**src/rtl/led_band_pkg.sv**
```systemverilog
// Shared definitions for the LED-band grayscale shift path.
// Holds the sequencer state type and width helpers. The SOUT mux also uses
// these helpers so that both blocks agree on the padded word width.
package led_band_pkg;

    typedef enum logic [1:0] {
        IDLE,
        FETCH,
        SHIFT
    } state_t;

    // Width of the word actually shifted out: colour sample plus zero LSB padding.
    function automatic int unsigned word_width(int unsigned color_bits, int unsigned added_lsbs);
        return color_bits + added_lsbs;
    endfunction

    // Index width for n items. It never returns 0, so a degenerate n=1 still
    // gives a legal one-bit vector.
    function automatic int unsigned idx_width(int unsigned n);
        return (n <= 1) ? 1 : $clog2(n);
    endfunction

endpackage

```
**src/rtl/led_band_gs_sequencer.sv**
```systemverilog
// LED-band grayscale frame sequencer.
// On start, this block walks every colour word of one band frame in address
// order. For each word it issues a one-cycle RAM read (FETCH). It then presents
// the padded word to the SOUT mux MSB-first, two cycles per bit (SHIFT), with
// sclk low in the first cycle and high in the second. lat is raised over the
// final bits of the last colour word of each LED. The final LED uses a longer
// span.
// Ports:
//   clk, rst  - clock, asynchronous active-high reset
//   start     - 1-cycle frame request, accepted only while idle
//   busy      - frame in progress
//   done      - 1-cycle pulse after the last bit of the frame
//   r_en      - frame RAM read strobe (1-cycle read latency)
//   r_addr    - frame RAM word address, led*NB_COLORS + color
//   bit_sel   - bit index into the padded word for the SOUT mux
//   sclk, lat - driver shift clock and latch
module led_band_gs_sequencer
    import led_band_pkg::*;
#(
    parameter int unsigned COLOR_DATA_WIDTH  = 8,
    parameter int unsigned NB_ADDED_LSB_BITS = 1,
    parameter int unsigned NB_COLORS         = 3,
    parameter int unsigned NB_LEDS           = 16,
    parameter int unsigned WRTGS_LEN         = 1,
    parameter int unsigned LATGS_LEN         = 3
) (
    input  logic clk,
    input  logic rst,
    input  logic start,
    output logic busy,
    output logic done,
    output logic r_en,
    output logic [idx_width(NB_LEDS*NB_COLORS)-1:0] r_addr,
    output logic [idx_width(word_width(COLOR_DATA_WIDTH, NB_ADDED_LSB_BITS))-1:0] bit_sel,
    output logic sclk,
    output logic lat
);

    localparam int unsigned WW = word_width(COLOR_DATA_WIDTH, NB_ADDED_LSB_BITS);
    localparam int unsigned AW = idx_width(NB_LEDS*NB_COLORS);
    localparam int unsigned BW = idx_width(WW);
    localparam int unsigned CW = idx_width(NB_COLORS);
    localparam int unsigned LW = idx_width(NB_LEDS);

    state_t          state, state_nx;
    logic [CW-1:0]   color, color_nx;
    logic [LW-1:0]   led, led_nx;
    logic            busy_nx, done_nx, r_en_nx, sclk_nx, lat_nx;
    logic [AW-1:0]   r_addr_nx;
    logic [BW-1:0]   bit_sel_nx;
    logic            last_color, last_led;

    // bit_sel counts down from WW-1, so "the last N bits" means bit_sel < N.
    function automatic logic lat_for(logic [BW-1:0] bs, logic lc, logic ll);
        int unsigned span;
        span = ll ? LATGS_LEN : WRTGS_LEN;
        return lc && (32'(bs) < span);
    endfunction

    always_ff @(posedge clk or posedge rst) begin
        if (rst) begin
            state   <= IDLE;
            color   <= '0;
            led     <= '0;
            busy    <= 1'b0;
            done    <= 1'b0;
            r_en    <= 1'b0;
            r_addr  <= '0;
            bit_sel <= '0;
            sclk    <= 1'b0;
            lat     <= 1'b0;
        end else begin
            state   <= state_nx;
            color   <= color_nx;
            led     <= led_nx;
            busy    <= busy_nx;
            done    <= done_nx;
            r_en    <= r_en_nx;
            r_addr  <= r_addr_nx;
            bit_sel <= bit_sel_nx;
            sclk    <= sclk_nx;
            lat     <= lat_nx;
        end
    end

    // The next-cycle values of every output are computed here and then
    // registered. As a result, each output reflects the state it belongs to
    // in the same cycle.
    always_comb begin
        state_nx   = state;
        color_nx   = color;
        led_nx     = led;
        busy_nx    = 1'b0;
        done_nx    = 1'b0;
        r_en_nx    = 1'b0;
        r_addr_nx  = r_addr;
        bit_sel_nx = bit_sel;
        sclk_nx    = 1'b0;
        lat_nx     = 1'b0;
        last_color = (color == CW'(NB_COLORS - 1));
        last_led   = (led == LW'(NB_LEDS - 1));

        unique case (state)
            IDLE: begin
                // done is still high in the first idle cycle; a start seen
                // in that cycle belongs to the frame just finished.
                if (start && !done) begin
                    state_nx  = FETCH;
                    busy_nx   = 1'b1;
                    r_en_nx   = 1'b1;
                    r_addr_nx = '0;
                    color_nx  = '0;
                    led_nx    = '0;
                end
            end
            FETCH: begin
                state_nx   = SHIFT;
                busy_nx    = 1'b1;
                bit_sel_nx = BW'(WW - 1);
                lat_nx     = lat_for(BW'(WW - 1), last_color, last_led);
            end
            SHIFT: begin
                busy_nx = 1'b1;
                if (!sclk) begin
                    sclk_nx = 1'b1;
                    lat_nx  = lat;
                end else if (bit_sel != '0) begin
                    bit_sel_nx = bit_sel - 1'b1;
                    lat_nx     = lat_for(bit_sel - 1'b1, last_color, last_led);
                end else if (last_color && last_led) begin
                    state_nx = IDLE;
                    busy_nx  = 1'b0;
                    done_nx  = 1'b1;
                end else begin
                    state_nx  = FETCH;
                    r_en_nx   = 1'b1;
                    r_addr_nx = r_addr + 1'b1;
                    if (last_color) begin
                        color_nx = '0;
                        led_nx   = led + 1'b1;
                    end else begin
                        color_nx = color + 1'b1;
                    end
                end
            end
            default: state_nx = IDLE;
        endcase
    end

endmodule

```
**config.mk**
```make
export PLATFORM = sky130hd
export DESIGN_NAME = led_band_gs_sequencer
export DESIGN_NICKNAME = d
export VERILOG_FILES = /design/src/rtl/led_band_pkg.sv /design/src/rtl/led_band_gs_sequencer.sv
export SDC_FILE = /design/constraint.sdc
export NUM_CORES = 1
export LEC_CHECK = 0
export ABC_AREA = 1
export BUFFER_PORTS_ARGS = -buffer_cell sky130_fd_sc_hd__buf_2
export CAP_MARGIN = 20
export CORE_UTILIZATION = 35
export CTS_BUF_LIST = sky130_fd_sc_hd__clkbuf_8
export DETAILED_ROUTE_END_ITERATION = 12
export GPL_ROUTABILITY_DRIVEN = 0
export MAX_ROUTING_LAYER = met4
export PLACE_DENSITY = 0.55
export SYNTH_ARGS = -nofsm -noshare
export SYNTH_HDL_FRONTEND = slang
export SYNTH_SLANG_ARGS = --single-unit
export TNS_END_PERCENT = 30
```
**constraint.sdc**
```tcl
create_clock -name clk -period 1.6 [get_ports clk]
set_input_delay 0.24 -clock clk [delete_from_list [all_inputs] [get_ports clk]]
set_output_delay 0.24 -clock clk [all_outputs]
set_load 0.05 [all_outputs]
```
==> results of run 1 <==
how the worst max path moves through the flow:
stage	start	endpoint	slack (ns)
after global routing	bit_sel[1]	bit_sel[3]	-0.03
after detailed placement	bit_sel[1]	bit_sel[3]	0.12
final	bit_sel[1]	bit_sel[3]	0.10
after CTS	bit_sel[1]	bit_sel[3]	0.09
after global placement	bit_sel[0]	bit_sel[3]	0.13
after floorplan	bit_sel[0]	bit_sel[3]	0.08
through the flow:
stage               total power, mW  TNS, ns  hold slack (ns)  worst slack [ns]  utilization (%)
floorplan                      1.72        0            0.242            0.0849                -
global route                   2.50  -0.0284           0.0287           -0.0256             43.4
global placement               1.94        0            0.295             0.127             42.0
finish                         2.31        0          0.00123             0.103             43.4
CTS                            2.32        0           0.0113            0.0908             43.3
detailed placement             1.95        0            0.303             0.116             42.0
timing repair:
| item | in CTS | in global routing |
|---|---|---|
| endpoints found under the setup margin | 0 | 5 |
| buffers inserted | 0 | 0 |
| gates resized for setup | 0 | 2 |
worst max-delay path: stages (launching register included):
cell	delay, ns
dfrtp_2	0.43
inv_1	0.11
ha_1	0.17
nand3_2	0.11
nand2_1	0.15
nor2_2	0.07
nor2_2	0.15
nand2_1	0.06
and2_1	0.13
layout make-up:
type                       instances  area share, %
multi-input combinational        119           42.0
inverter                          25           6.28
clock buffer                       3           2.76
sequential                        23           38.7
clock inverter                     1          0.251
tap                               46           3.85
timing repair buffer              18           6.19
power groups by stage:
stage                     Sequential (mW)  Combinational [mW]  Clock [mW]
after floorplan                      1.09               0.631           0
after global routing                0.835                1.26       0.404
after detailed placement            0.821                1.13           0
after global placement              0.819                1.12           0
final                               0.813                1.14       0.357
after CTS                           0.814                1.13       0.371
cells in the final DEF (no fill, tap or decap):
cell type / count
buf_2: 17
inv_2: 2
nor3b_2: 1
nor2_4: 3
xor2_1: 2
xnor2_1: 3
and2_1: 1
a21oi_1: 1
dfrtp_1: 21
o21ai_0: 3
nor2_1: 15
nand3_1: 21
nand4_1: 3
ha_1: 4
clkbuf_8: 3
dfrtp_2: 2
buf_4: 1
nand3_2: 2
o21ai_1: 1
nand2_4: 2
o21ai_2: 1
nand2_1: 49
nor3_1: 2
nor2_2: 5
inv_1: 24
logic make-up (layout without fill, tap and decap cells):
group,Yosys count,after routing,synth area share [%]
fa+ha+maj,4,4,3.84
flops,23,23,44.1
compound gates,6,6,2.59
xor+xnor,5,5,3.36
simple gates,104,104,38.0
buf+inv,26,47,8.06
sequential cells by signal, summed over array words and instances, names as in the netlist:
name / count
state: 2
bit_sel: 4
busy: 1
sclk: 1
done: 1
color: 2
r_addr: 6
led: 4
lat: 1
r_en: 1
routing by layer:
layer / vias up / routed length (um) / track usage [%]
met2: 15 / 1110 / 22.3
met1: 487 / 1430 / 22.0
met5: - / 0 / -
met4: 0 / 40 / 6.40
li1: 566 / - / -
met3: 5 / 95 / 3.28
synth_stat cells (2+ instances only):
cell / count / area (um2)
nand2_1: 49 / 184
dfrtp_1: 23 / 576
inv_1: 23 / 86.3
nand3_1: 21 / 105
nor2_1: 17 / 63.8
ha_1: 4 / 50.1
nand4_1: 3 / 18.8
nor2_2: 3 / 18.8
nor2_4: 3 / 33.8
o21ai_0: 3 / 15.0
xnor2_1: 3 / 26.3
inv_2: 2 / 7.51
nand2_4: 2 / 22.5
nand3_2: 2 / 20.0
nor3_1: 2 / 10.0
xor2_1: 2 / 17.5
==> impl_metrics.tcl, run 1 <==
set metrics [dict create \
    status "finished clean" \
    synth_nets 175 \
    cts_buffer_depth 2 \
    final_cells 235 \
    vias_per_cell 4.57 \
    core-area_mm2 0.00344 \
    comb_power_share_pct 49.3 \
    synth_edf_count 0 \
    clock-root-buffer "clkbuf_8" \
    io_pins 18 \
    ctsHoldBuffers 0 \
    p_clk_share_pct 15.5 \
    routed_wl_mm 2.68 \
    yosys_register_bits 23 \
    vias 1073 \
    grtUsageTotal_pct 15.9 \
    rsz0062_at_grt "yes" \
    critPathLaunchType "flip-flop" \
    die_area_mm2 0.00397 \
    drt_iter0_drc 40 \
    seq_power_share_pct 35.2 \
    numCtsBuffers 3 \
    htree_levels 1 \
    die_y_um 63.0 \
    cp-end-kind "flip-flop" \
    fin_area_mm2 0.00150 \
    max-vdd-ir-drop_v 0.000828 \
    reg2reg_to "bit_sel[3]" \
    hold_class "in2async" \
    final_max_slew_viol_count 0 \
    grt_max_degree 24 \
    fin_crit_ns 1.50 \
    arrival_ns 1.66 \
    path_class "reg2reg" \
    async_reset_ff_share_pct 100 \
    clock_latency_ns 0.26 \
    ys.flop_type "dfrtp_1" \
    netlist_area_mm2 0.00130 \
    diodes 0 \
    drt_pass1_iterations 4 \
    nets 197 \
    cts.clk_slew.worst_paths_ns 0.08 \
    multi_input_area_um2 628 \
    drc 0 \
    power_density_mw_per_mm2 1540 \
    r2r_cells 8 \
    rrSetupSlack_ns 0.10 \
    synth.yosys.warnings 0 \
    p_leak_nw 0.801 \
    drive_gt1_share_pct 20.6 \
    swShare_pct 49.3 \
    grt-ovfl-total 0 \
    dpl.cell_count 231 \
    cp_max_fo 4 \
    postRouteAntennaNets 0 \
    internal-power_mw 1.17 \
    fillers 330 \
    wl_per_cell_um 11.4 \
    start_util_pct 37.9 \
    drv_cap 0 \
    worst_slew_pin_slew_ns 0.302 \
    cts_tree "yes" \
    fin_skew_ns 0.00289 \
    relSlewSlack_pct 79.9 \
    cts_sinks 23 \
    area.growth.synth_to_final_pct 14.7 \
    hold_viol 0 \
    max_freq_mhz 668 \
    port_buffers 17 \
    row_count 21 \
    cp.required_ns 1.76 \
    netlist_instances 168 \
    rr_startpoint "bit_sel[1]" \
    grt_pass1_wl_mm 4.69 \
    period_share_pct 93.6 \
    yosys.cell_types.count 22 \
    syn_area_per_cell_um2 7.76 \
    yosysSeqAreaShare_pct 44.1 \
    switchingPower_mw 1.14 \
    dpl_cell_area_mm2 0.00145 \
    die_w_um 63.0 \
    place_hpwl_mm 2.04 \
    antenna_found_initial 0 \
    regArea_um2 578 \
    setup_viol 0 \
    grt_pass1_vias 1036 \
]
Power figures use the tool's default switching activity.
==> run 2, diff against run 1 <==
==> constraint.sdc (replaced) <==
create_clock -name clk -period 1.7 [get_ports clk]
set_input_delay 0.255 -clock clk [delete_from_list [all_inputs] [get_ports clk]]
set_output_delay 0.255 -clock clk [all_outputs]
set_load 0.05 [all_outputs]
==> impl_metrics.tcl, run 2 (same netlist as run 1, synthesis figures left out) <==
set metrics [dict create \
    final_max_slew_viol_count 0 \
    relSlewSlack_pct 80.3 \
    mostFrequentLayoutCell "nand2_1" \
    drive_gt1_share_pct 18.5 \
    grt_pass1_wl_mm 4.69 \
    cts_buffer_depth 2 \
    fin_setup_tns_ns 0 \
    fin_crit_ns 1.51 \
    vias 1070 \
    period_share_pct 88.9 \
    postRouteAntennaNets 0 \
    nets 197 \
    rsz0062_at_grt "no" \
    diodes 0 \
    numCtsBuffers 3 \
    max_freq_mhz 661 \
    htree_levels 1 \
    p_leak_nw 0.804 \
    hold_class "in2async" \
    grt-ovfl-total 0 \
    crit_family "simple AND/OR/NAND/NOR gates" \
    drt_iter0_drc 28 \
    drv_cap 0 \
    vias_per_cell 4.55 \
    die_y_um 63.0 \
    regArea_um2 576 \
    grt_pass1_vias 995 \
    hold_viol 0 \
    place_ws_ns 0.199 \
    largest_registers "r_addr x6, bit_sel x4, led x4" \
    wl_per_cell_um 11.2 \
    ctsHoldBuffers 0 \
    io_pins 18 \
    drt_pass1_iterations 4 \
    critPathLaunchType "flip-flop" \
    fin_skew_ns 0.00285 \
    worst_slew_pin_slew_ns 0.296 \
    start_util_pct 37.9 \
    cts-resized-gates 0 \
    path_class "reg2reg" \
    max-vdd-ir-drop_v 0.000742 \
    status "finished clean" \
    grtUsageTotal_pct 15.3 \
    path_cells "inv_1 > ha_1 > nand3_2 > nand2_1 > nor2_2 > nor2_2 > nand2_1 > and2_1" \
    cts_sinks 23 \
    setup_viol 0 \
    setup_ws_ns 0.188 \
    core-area_mm2 0.00344 \
    cts.clk_slew.worst_paths_ns 0.08 \
    cp-end-kind "flip-flop" \
    antenna_found_initial 0 \
    most-common-layout-cells "nand2_1, inv_1, dfrtp_1, nand3_1" \
    row_count 21 \
    fillers 359 \
    clock-root-buffer "clkbuf_8" \
    power_density_mw_per_mm2 1440 \
    largest_register_ffs 6 \
    port_buffers 17 \
    place_hpwl_mm 2.04 \
    cp_max_fo 4 \
    drc 0 \
    multi_input_area_um2 623 \
    die_w_um 63.0 \
    cp.required_ns 1.86 \
    arrival_ns 1.67 \
    slowest_stage "dfrtp_1" \
    area.growth.synth_to_final_pct 14.1 \
    routed_wl_mm 2.62 \
    cts_tree "yes" \
    path_buf_inv 1 \
    die_area_mm2 0.00397 \
    cts_setup_buffers 0 \
    crit_path_max_incr_delay_ns 0.43 \
    top_register "r_addr" \
    clock_latency_ns 0.26 \
    grt_max_degree 24 \
]
## run 2: cell counts in the layout (fill, tap and decap cells not counted)
No cell type changed its count.
## run 2: worst paths after layout
path                            slack (ns)        from  cells past startpoint    endpoint
worst min-delay path                  0.02         rst                      3  bit_sel[0]
min in group clk                      0.45       start                      3        r_en
worst max register to register        0.19  bit_sel[1]                      8  bit_sel[3]
worst max-delay path                  0.19  bit_sel[1]                      8  bit_sel[3]
worst min register to register        0.48         lat                      2         lat
max in group asynchronous             1.45         rst                      3        done
## run 2: worst reg2reg max path, stage by stage (launching register included)
cell and delay [ns]:
dfrtp_1 0.43, inv_1 0.13, ha_1 0.18, nand3_2 0.11
nand2_1 0.15, nor2_2 0.07, nor2_2 0.15, nand2_1 0.06
and2_1 0.13
## run 2: power breakdown
group	total [mW]	internal [mW]	switching [mW]
clock	0.331	0.161	0.170
combinational	1.06	0.271	0.785
sequential	0.761	0.660	0.102
total	2.15	1.09	1.06
## run 2: area by class of cell
class | instances | share of cell area, %
Inverter | 25 | 6.31
Tap cell | 46 | 3.87
Multi-Input combinational cell | 119 | 41.9
Sequential cell | 23 | 38.7
Timing Repair Buffer | 18 | 6.22
Clock inverter | 1 | 0.252
Clock buffer | 3 | 2.78
## run 2: layer usage
layer	up-vias	global-route usage, %	share of wire (%)
met1	477	22.8	52
met5	-	-	0
met3	4	2.19	4.3
met2	23	21.1	43
li1	566	-	-
met4	0	4.36	0.88
## run 2: per-stage QoR
step	std cells	hold WS, ns	area, um2	utilization [%]	total power [mW]
after detailed placement	231	0.316	1440	41.9	1.83
after global placement	231	0.308	1440	41.9	1.82
after floorplan	168	0.257	1300	-	1.62
after global routing	235	0.0505	1490	43.2	2.32
final	235	0.0212	1490	43.2	2.15
after CTS	235	0.0347	1490	43.2	2.16
